--- src/rtl/ga23_pkg.sv ---
// Shared GA23 tilemap types: scheduler state/owner enums and rowscroll table bases.
// Pure declarations plus one address helper; no state.
// No flow control of its own.
package ga23_pkg;

  typedef enum logic [1:0] {
    IDLE  = 2'd0,
    ISSUE = 2'd1,
    WAIT  = 2'd2,
    DONE  = 2'd3
  } sched_state_t;

  typedef enum logic [2:0] {
    OWN_RS  = 3'd0,
    OWN_L0  = 3'd1,
    OWN_L1  = 3'd2,
    OWN_L2  = 3'd3,
    OWN_CPU = 3'd4
  } owner_t;

  localparam logic [14:0] GA23_RS_BASE0 = 15'h7a00;
  localparam logic [14:0] GA23_RS_BASE1 = 15'h7c00;
  localparam logic [14:0] GA23_RS_BASE2 = 15'h7e00;

  // Rowscroll entry address: the 10-bit line sum wraps and only its low 9 bits index the table.
  function automatic logic [14:0] rs_addr(input logic [14:0] base, input logic [9:0] y,
                                          input logic [9:0] line);
    logic [9:0] sum;
    sum = y + line;
    return base + ({5'b0, sum} & 15'h01ff);
  endfunction

endpackage

--- src/rtl/ga23_rr3.sv ---
// Three-way round-robin picker: first requester found searching upward from ptr (mod 3).
// Purely combinational, zero latency.
// No backpressure; valid simply mirrors any request.
module ga23_rr3 (
  input  logic [2:0] i_req,
  input  logic [1:0] i_ptr,
  output logic [1:0] o_grant,
  output logic       o_valid
);

  // Priority search in rotated order p, p+1, p+2 (mod 3)
  always_comb begin
    o_valid = |i_req;
    o_grant = 2'd0;
    case (i_ptr)
      2'd1: begin
        if (i_req[1])      o_grant = 2'd1;
        else if (i_req[2]) o_grant = 2'd2;
        else               o_grant = 2'd0;
      end
      2'd2: begin
        if (i_req[2])      o_grant = 2'd2;
        else if (i_req[0]) o_grant = 2'd0;
        else               o_grant = 2'd1;
      end
      default: begin
        if (i_req[0])      o_grant = 2'd0;
        else if (i_req[1]) o_grant = 2'd1;
        else               o_grant = 2'd2;
      end
    endcase
  end

endmodule

--- src/rtl/ga23_vram_sched.sv ---
// GA23 VRAM port scheduler: rowscroll fetch > layers (round-robin) > CPU, toggle req/ack to VRAM.
// Latency: strobe N+3 cycles after the IDLE grant when vram_ack toggles N cycles after vram_req.
// Backpressure: requesters hold level requests until their one-cycle strobe; CPU port only with GA23_CPU_PORT_EN.
module ga23_vram_sched
  import ga23_pkg::*;
#(
  parameter logic [14:0] RS_BASE0 = GA23_RS_BASE0,
  parameter logic [14:0] RS_BASE1 = GA23_RS_BASE1,
  parameter logic [14:0] RS_BASE2 = GA23_RS_BASE2
) (
  input  logic        clk,
  input  logic        reset_n,
  input  logic        ce,
  input  logic        hpulse,
  input  logic [9:0]  ve,
  input  logic [29:0] y_ofs,
  input  logic [2:0]  layer_req,
  input  logic [44:0] layer_addr,
  output logic [2:0]  layer_load,
  output logic [31:0] vram_data,
  output logic [29:0] rowscroll,
  input  logic        cpu_req,
  input  logic [14:0] cpu_addr,
  output logic        cpu_ack,
  output logic [14:0] vram_addr,
  output logic        vram_req,
  input  logic        vram_ack,
  input  logic [31:0] vram_din
);

  sched_state_t r_state, w_state_nxt;
  owner_t       r_owner, w_owner_nxt;
  logic         r_ack_seen, r_vram_req;
  logic [14:0]  r_vram_addr, w_issue_addr;
  logic [31:0]  r_vram_data;
  logic [29:0]  r_rowscroll;
  logic [2:0]   r_layer_load;
  logic [1:0]   r_rr, r_rs_idx;
  logic         r_rs_pending, r_rs_discard;
  logic [1:0]   w_rr_grant;
  logic         w_rr_vld, w_ack_new, w_restart;
  logic         w_grant_rs, w_grant_layer, w_grant_cpu, w_issue, w_capture;

  assign w_ack_new = (vram_ack != r_ack_seen);
  assign w_restart = hpulse & ce;

  ga23_rr3 u_rr3 (
    .i_req   (layer_req),
    .i_ptr   (r_rr),
    .o_grant (w_rr_grant),
    .o_valid (w_rr_vld)
  );

  // State register
  always_ff @(posedge clk or negedge reset_n) begin
    if (!reset_n) begin
      r_state <= IDLE;
      r_owner <= OWN_RS;
    end else begin
      r_state <= w_state_nxt;
      r_owner <= w_owner_nxt;
    end
  end

  // Next-state and winner selection
  always_comb begin
    w_state_nxt = r_state;
    w_owner_nxt = r_owner;
    case (r_state)
      IDLE: begin
        if (w_grant_rs) begin
          w_owner_nxt = OWN_RS;
          w_state_nxt = ISSUE;
        end else if (w_grant_layer) begin
          case (w_rr_grant)
            2'd0:    w_owner_nxt = OWN_L0;
            2'd1:    w_owner_nxt = OWN_L1;
            default: w_owner_nxt = OWN_L2;
          endcase
          w_state_nxt = ISSUE;
        end else if (w_grant_cpu) begin
          w_owner_nxt = OWN_CPU;
          w_state_nxt = ISSUE;
        end
      end
      ISSUE:   w_state_nxt = WAIT;
      WAIT:    if (w_ack_new) w_state_nxt = DONE;
      default: w_state_nxt = IDLE;
    endcase
  end

  // Per-state action decode
  always_comb begin
    w_grant_rs    = 1'b0;
    w_grant_layer = 1'b0;
    w_grant_cpu   = 1'b0;
    w_issue       = 1'b0;
    w_capture     = 1'b0;
    case (r_state)
      IDLE: begin
        w_grant_rs    = r_rs_pending;
        w_grant_layer = !r_rs_pending && w_rr_vld;
`ifdef GA23_CPU_PORT_EN
        w_grant_cpu   = !r_rs_pending && !w_rr_vld && cpu_req;
`endif
      end
      ISSUE:   w_issue   = 1'b1;
      WAIT:    w_capture = w_ack_new;
      default: ;
    endcase
  end

  // Address of the current owner; line/offset inputs are sampled here, in ISSUE
  always_comb begin
    w_issue_addr = 15'd0;
    case (r_owner)
      OWN_RS: begin
        case (r_rs_idx)
          2'd0:    w_issue_addr = rs_addr(RS_BASE0, y_ofs[9:0], ve);
          2'd1:    w_issue_addr = rs_addr(RS_BASE1, y_ofs[19:10], ve);
          default: w_issue_addr = rs_addr(RS_BASE2, y_ofs[29:20], ve);
        endcase
      end
      OWN_L0:  w_issue_addr = layer_addr[14:0];
      OWN_L1:  w_issue_addr = layer_addr[29:15];
      OWN_L2:  w_issue_addr = layer_addr[44:30];
`ifdef GA23_CPU_PORT_EN
      OWN_CPU: w_issue_addr = cpu_addr;
`endif
      default: ;
    endcase
  end

  // VRAM handshake, data capture, layer strobes and round-robin pointer
  always_ff @(posedge clk or negedge reset_n) begin
    if (!reset_n) begin
      r_vram_req   <= 1'b0;
      r_ack_seen   <= 1'b0;
      r_vram_addr  <= 15'd0;
      r_vram_data  <= 32'd0;
      r_layer_load <= 3'd0;
      r_rr         <= 2'd0;
    end else begin
      r_layer_load <= 3'd0;
      if (w_issue) begin
        r_vram_addr <= w_issue_addr;
        r_vram_req  <= ~r_vram_req;
      end
      if (w_capture) begin
        r_vram_data <= vram_din;
        r_ack_seen  <= vram_ack;
        r_layer_load[0] <= (r_owner == OWN_L0);
        r_layer_load[1] <= (r_owner == OWN_L1);
        r_layer_load[2] <= (r_owner == OWN_L2);
      end
      if (w_grant_layer) r_rr <= (w_rr_grant == 2'd2) ? 2'd0 : w_rr_grant + 2'd1;
    end
  end

  // Rowscroll sequencer: a line pulse restarts at entry 0 and voids any rowscroll read in flight
  always_ff @(posedge clk or negedge reset_n) begin
    if (!reset_n) begin
      r_rs_pending <= 1'b0;
      r_rs_idx     <= 2'd0;
      r_rs_discard <= 1'b0;
      r_rowscroll  <= 30'd0;
    end else if (w_restart) begin
      r_rs_pending <= 1'b1;
      r_rs_idx     <= 2'd0;
      r_rs_discard <= (r_owner == OWN_RS) &&
                      ((r_state == ISSUE) || ((r_state == WAIT) && !w_ack_new));
    end else if (w_capture && (r_owner == OWN_RS)) begin
      if (r_rs_discard) begin
        r_rs_discard <= 1'b0;
      end else begin
        case (r_rs_idx)
          2'd0:    r_rowscroll[9:0]   <= vram_din[9:0];
          2'd1:    r_rowscroll[19:10] <= vram_din[9:0];
          default: r_rowscroll[29:20] <= vram_din[9:0];
        endcase
        if (r_rs_idx == 2'd2) begin
          r_rs_idx     <= 2'd0;
          r_rs_pending <= 1'b0;
        end else begin
          r_rs_idx <= r_rs_idx + 2'd1;
        end
      end
    end
  end

`ifdef GA23_CPU_PORT_EN
  logic r_cpu_ack;

  // CPU completion strobe
  always_ff @(posedge clk or negedge reset_n) begin
    if (!reset_n) r_cpu_ack <= 1'b0;
    else          r_cpu_ack <= w_capture && (r_owner == OWN_CPU);
  end

  assign cpu_ack = r_cpu_ack;
`else
  logic w_unused_cpu;
  assign w_unused_cpu = ^{cpu_req, cpu_addr};
  assign cpu_ack      = 1'b0;
`endif

  assign layer_load = r_layer_load;
  assign vram_data  = r_vram_data;
  assign rowscroll  = r_rowscroll;
  assign vram_addr  = r_vram_addr;
  assign vram_req   = r_vram_req;

endmodule
--- config.mk ---
export PLATFORM = sky130hd
export DESIGN_NAME = ga23_vram_sched
export DESIGN_NICKNAME = d
export VERILOG_FILES = /design/src/rtl/ga23_pkg.sv /design/src/rtl/ga23_rr3.sv /design/src/rtl/ga23_vram_sched.sv
export SDC_FILE = /design/constraint.sdc
export NUM_CORES = 1
export LEC_CHECK = 0
export BUFFER_PORTS_ARGS = -buffer_cell sky130_fd_sc_hd__buf_2
export CORE_ASPECT_RATIO = 1.2
export CORE_MARGIN = 5
export CORE_UTILIZATION = 47
export DETAILED_ROUTE_END_ITERATION = 8
export GPL_ROUTABILITY_DRIVEN = 0
export PLACE_DENSITY = 0.81
export SLEW_MARGIN = 0
export SYNTH_ARGS = -nofsm -noshare
export SYNTH_HDL_FRONTEND = slang
export SYNTH_SLANG_ARGS = --single-unit
export TNS_END_PERCENT = 100
--- constraint.sdc ---
create_clock -name clk -period 3.5 [get_ports clk]
set_input_delay 0.7 -clock clk [delete_from_list [all_inputs] [get_ports clk]]
set_output_delay 0.7 -clock clk [all_outputs]
set_load 0.01 [all_outputs]
==> flow_summary.toml <==
[outcome]
status = "complete, no violations"

[timing]
drv_slew = 0
clock_skew_ps = 12.39
setup_viol = 0
hold-worst-slack_ps = 404.5
setup_slack_ps = 559.2
post-route-min-period_ps = 2941
fmax_mhz = 340.0
worst_slew_pin_slew_ps = 695.5
max_slew_margin_pct = 53.63
hold_viol = 0
fin_setup_tns_ps = 0
final.period_utilization_pct = 84.02
rsz0062_at_grt = "no"

[worst_setup_path]
slowest_stage = "dfrtp_1"
critical_path.startpoint = "r_rs_idx[0]"
r2r_slack_ps = 560
critPathKind = "register to register"
start_kind = "register"
path_max_fanout = 9
required_ps = 3720
r2r_start = "r_rs_idx[0]"
endpoint = "vram_addr[4]"
timing.rr.end = "vram_addr[4]"
cpPeakStageDelay_ps = 650
cp-end-kind = "register"
cp_top_family = "multiplexers"
cp.arrival_ps = 3160
worst-path-buf-inv = 1
reg2regPathDepth = 10
cp_cell_sequence = "mux2i_1 -> o21ai_0 -> ha_1 -> inv_1 -> fa_1 -> nor2b_1 -> o31a_1 -> a21oi_1 -> mux4_2 -> mux2_2"
cp_num_cells = 10

[placed_design]
io_buffers = 201
post-dp-hpwl_microns = 9756
dp.cells = 750
pre_cts_slack_ps = 498.2

[die]
io_pins = 223
die_h_microns = 118.2
die_area_sq_um = 11840
initial_core_util_pct = 48.21
core_sq_um = 9515
die_w_microns = 100.2
row_count = 39

[cells_and_area]
drive_above_1_share_pct = 43.23
n_antenna_cell = 0
layout_commonest_cell = "buf_2"
fin_cells = 766
num-fill-cells = 762
area_delta_synth_final_pct = 31.15
mostFrequentLayoutCells = "200 x buf_2, 120 x nand2_1, 92 x dfrtp_1"
nNetsFinal = 793

[logic_synthesis]
synthArstFlopShare_pct = 100.0
synth.distinct_cells = 49
ys_seq_elements = 92
synth.avg_cell_area_sq_um = 10.45
synth_cells = 439
synth_area_sq_um = 4587
ys.flop_type = "dfrtp_1"
seq_area_frac_synth_pct = 50.19
synth_nets = 594
synth_edf_count = 0
synth-warning-count = 0

[clocking]
cts_sinks = 92
ctsHtreeMaxLevel = 3
clk_path_buf_depth = 2
clk-insertion-delay-late_ps = 340
cts_hold_buf = 0
postCtsSetupBuffers = 0
clk_pin_slew_ps = 80
cts_buffers = 9
cts_resized = 0
cts_tree = "done"
root_buffer = "clkbuf_16"

[route]
drc = 0
routed_wl_microns = 12800
drtAntennaViolNets = 0
wl_per_cell_microns = 16.70
drt_iter0_drc = 176
avgViaCountPerCell = 5.213
vias = 3993
drt-pass1-iter-count = 6

[global_routing]
antenna_found_initial = 0
grt_pass1_wl_microns = 20350
use_met2_pct = 36.94
grt_use_total_pct = 21.40
grt_use_met3_pct = 6.895
grt_pass1_vias = 4170
grt_max_degree = 58
use_met1_pct = 25.26
top_usage_layer = "met2"
grt-ovfl-total = 0

[min_path]
worst_hold_path_type = "input pin to asynchronous set/reset pin"

[pwr]
p_leak_nw = 3.155
ir_drop_mv = 0.4817
p_total_mw = 5.099
power_density_nw_per_um2 = 847.7

[job]
maxCapViolations = 0
-- Yosys cell counts, drive strengths merged (2+ instances only) --
cell / count / area share [%]
nand2: 120 / 9.8
dfrtp: 92 / 50
mux2: 38 / 9.3
nor2: 23 / 2.2
mux2i: 18 / 3.9
o21ai: 18 / 2.0
inv: 16 / 1.3
ha: 13 / 3.5
clkbuf: 12 / 0.98
buf: 9 / 1.3
a21oi: 8 / 0.87
mux4: 8 / 3.9
nand2b: 5 / 0.68
nor2b: 5 / 0.68
and2: 4 / 0.60
o211ai: 4 / 0.65
xnor2: 4 / 0.76
a21o: 3 / 0.49
o21a: 3 / 0.49
o22ai: 3 / 0.41
a211oi: 2 / 0.33
a221oi: 2 / 0.38
a22o: 2 / 0.38
a22oi: 2 / 0.33
nand3: 2 / 0.44
nor3: 2 / 0.22
o22a: 2 / 0.38
or4: 2 / 0.33
xor2: 2 / 0.38
-- layout make-up --
| cell class | count | area (sq um) | area share [%] |
|---|---|---|---|
| sequential | 92 | 2302 | 38.27 |
| multi-input combinational | 310 | 2125 | 35.32 |
| timing repair buffer | 209 | 1069 | 17.76 |
| clock buffer | 9 | 225.2 | 3.744 |
| tap | 123 | 153.9 | 2.558 |
| clock inverter | 7 | 81.33 | 1.352 |
| inverter | 16 | 60.06 | 0.9983 |
-- kinds of logic after synthesis --
| group | after synthesis | share of synthesized area (%) |
|---|---|---|
| XOR/XNOR | 6 | 1.146 |
| flip-flops | 92 | 50.19 |
| adder cells (fa/ha/maj) | 14 | 3.983 |
| AO/OA/AOI/OAI | 56 | 7.966 |
| multiplexers | 64 | 17.18 |
| AND/OR/NAND/NOR | 169 | 15.90 |
| buffers and inverters | 37 | 3.546 |
| other | 1 | 0.08175 |
-- registers in the layout, summed over array words and instances, names as in the netlist --
name	count
vram_addr	15
r_owner	2
r_state	2
r_rs_idx	2
vram_data	32
r_rs_pending	1
r_rs_discard	1
r_rr	2
vram_req	1
r_ack_seen	1
rowscroll	30
layer_load	3
-- per-layer routing --
layer	wire [microns]	share of wire (%)	vias to the layer above
met5	0	0	-
met4	206	1.6	0
met3	1166	9.1	16
met1	4879	38	1918
li1	-	-	1893
met2	6543	51	166
-- through the flow --
stage / area, sq um / util (%)
final: 6016 / 63.22
after global routing: 6016 / 63.22
after CTS: 6016 / 63.22
after detailed placement: 5709 / 60.00
after global placement: 5709 / 60.00
after floorplan: 4587 / -
-- how the worst min path moves through the flow --
stage | start | end | slack (ps) | depth (start not counted)
after floorplan | reset_n | layer_load[0] | 400 | 0
after global placement | vram_data[13] | vram_data[13] | 450 | 2
after detailed placement | vram_data[26] | vram_data[26] | 460 | 2
after CTS | reset_n | rowscroll[9] | 420 | 1
after global routing | reset_n | rowscroll[9] | 450 | 1
final | reset_n | rowscroll[19] | 400 | 1
-- worst reg2reg max path, stage by stage, from the launching register on --
cell and delay (ps):
dfrtp_1 650, mux2i_1 130, o21ai_0 180, ha_1 210, inv_1 60, fa_1 410
nor2b_1 190, o31a_1 220, a21oi_1 60, mux4_2 450, mux2_2 270
-- power breakdown --
group | switching (mW) | internal [mW] | leakage, nW
sequential | 0.270 | 1.54 | 1.15
combinational | 1.26 | 1.07 | 1.86
clock | 0.453 | 0.509 | 0.150
total | 1.99 | 3.11 | 3.16
No activity file was read; power rests on OpenSTA's default activity.
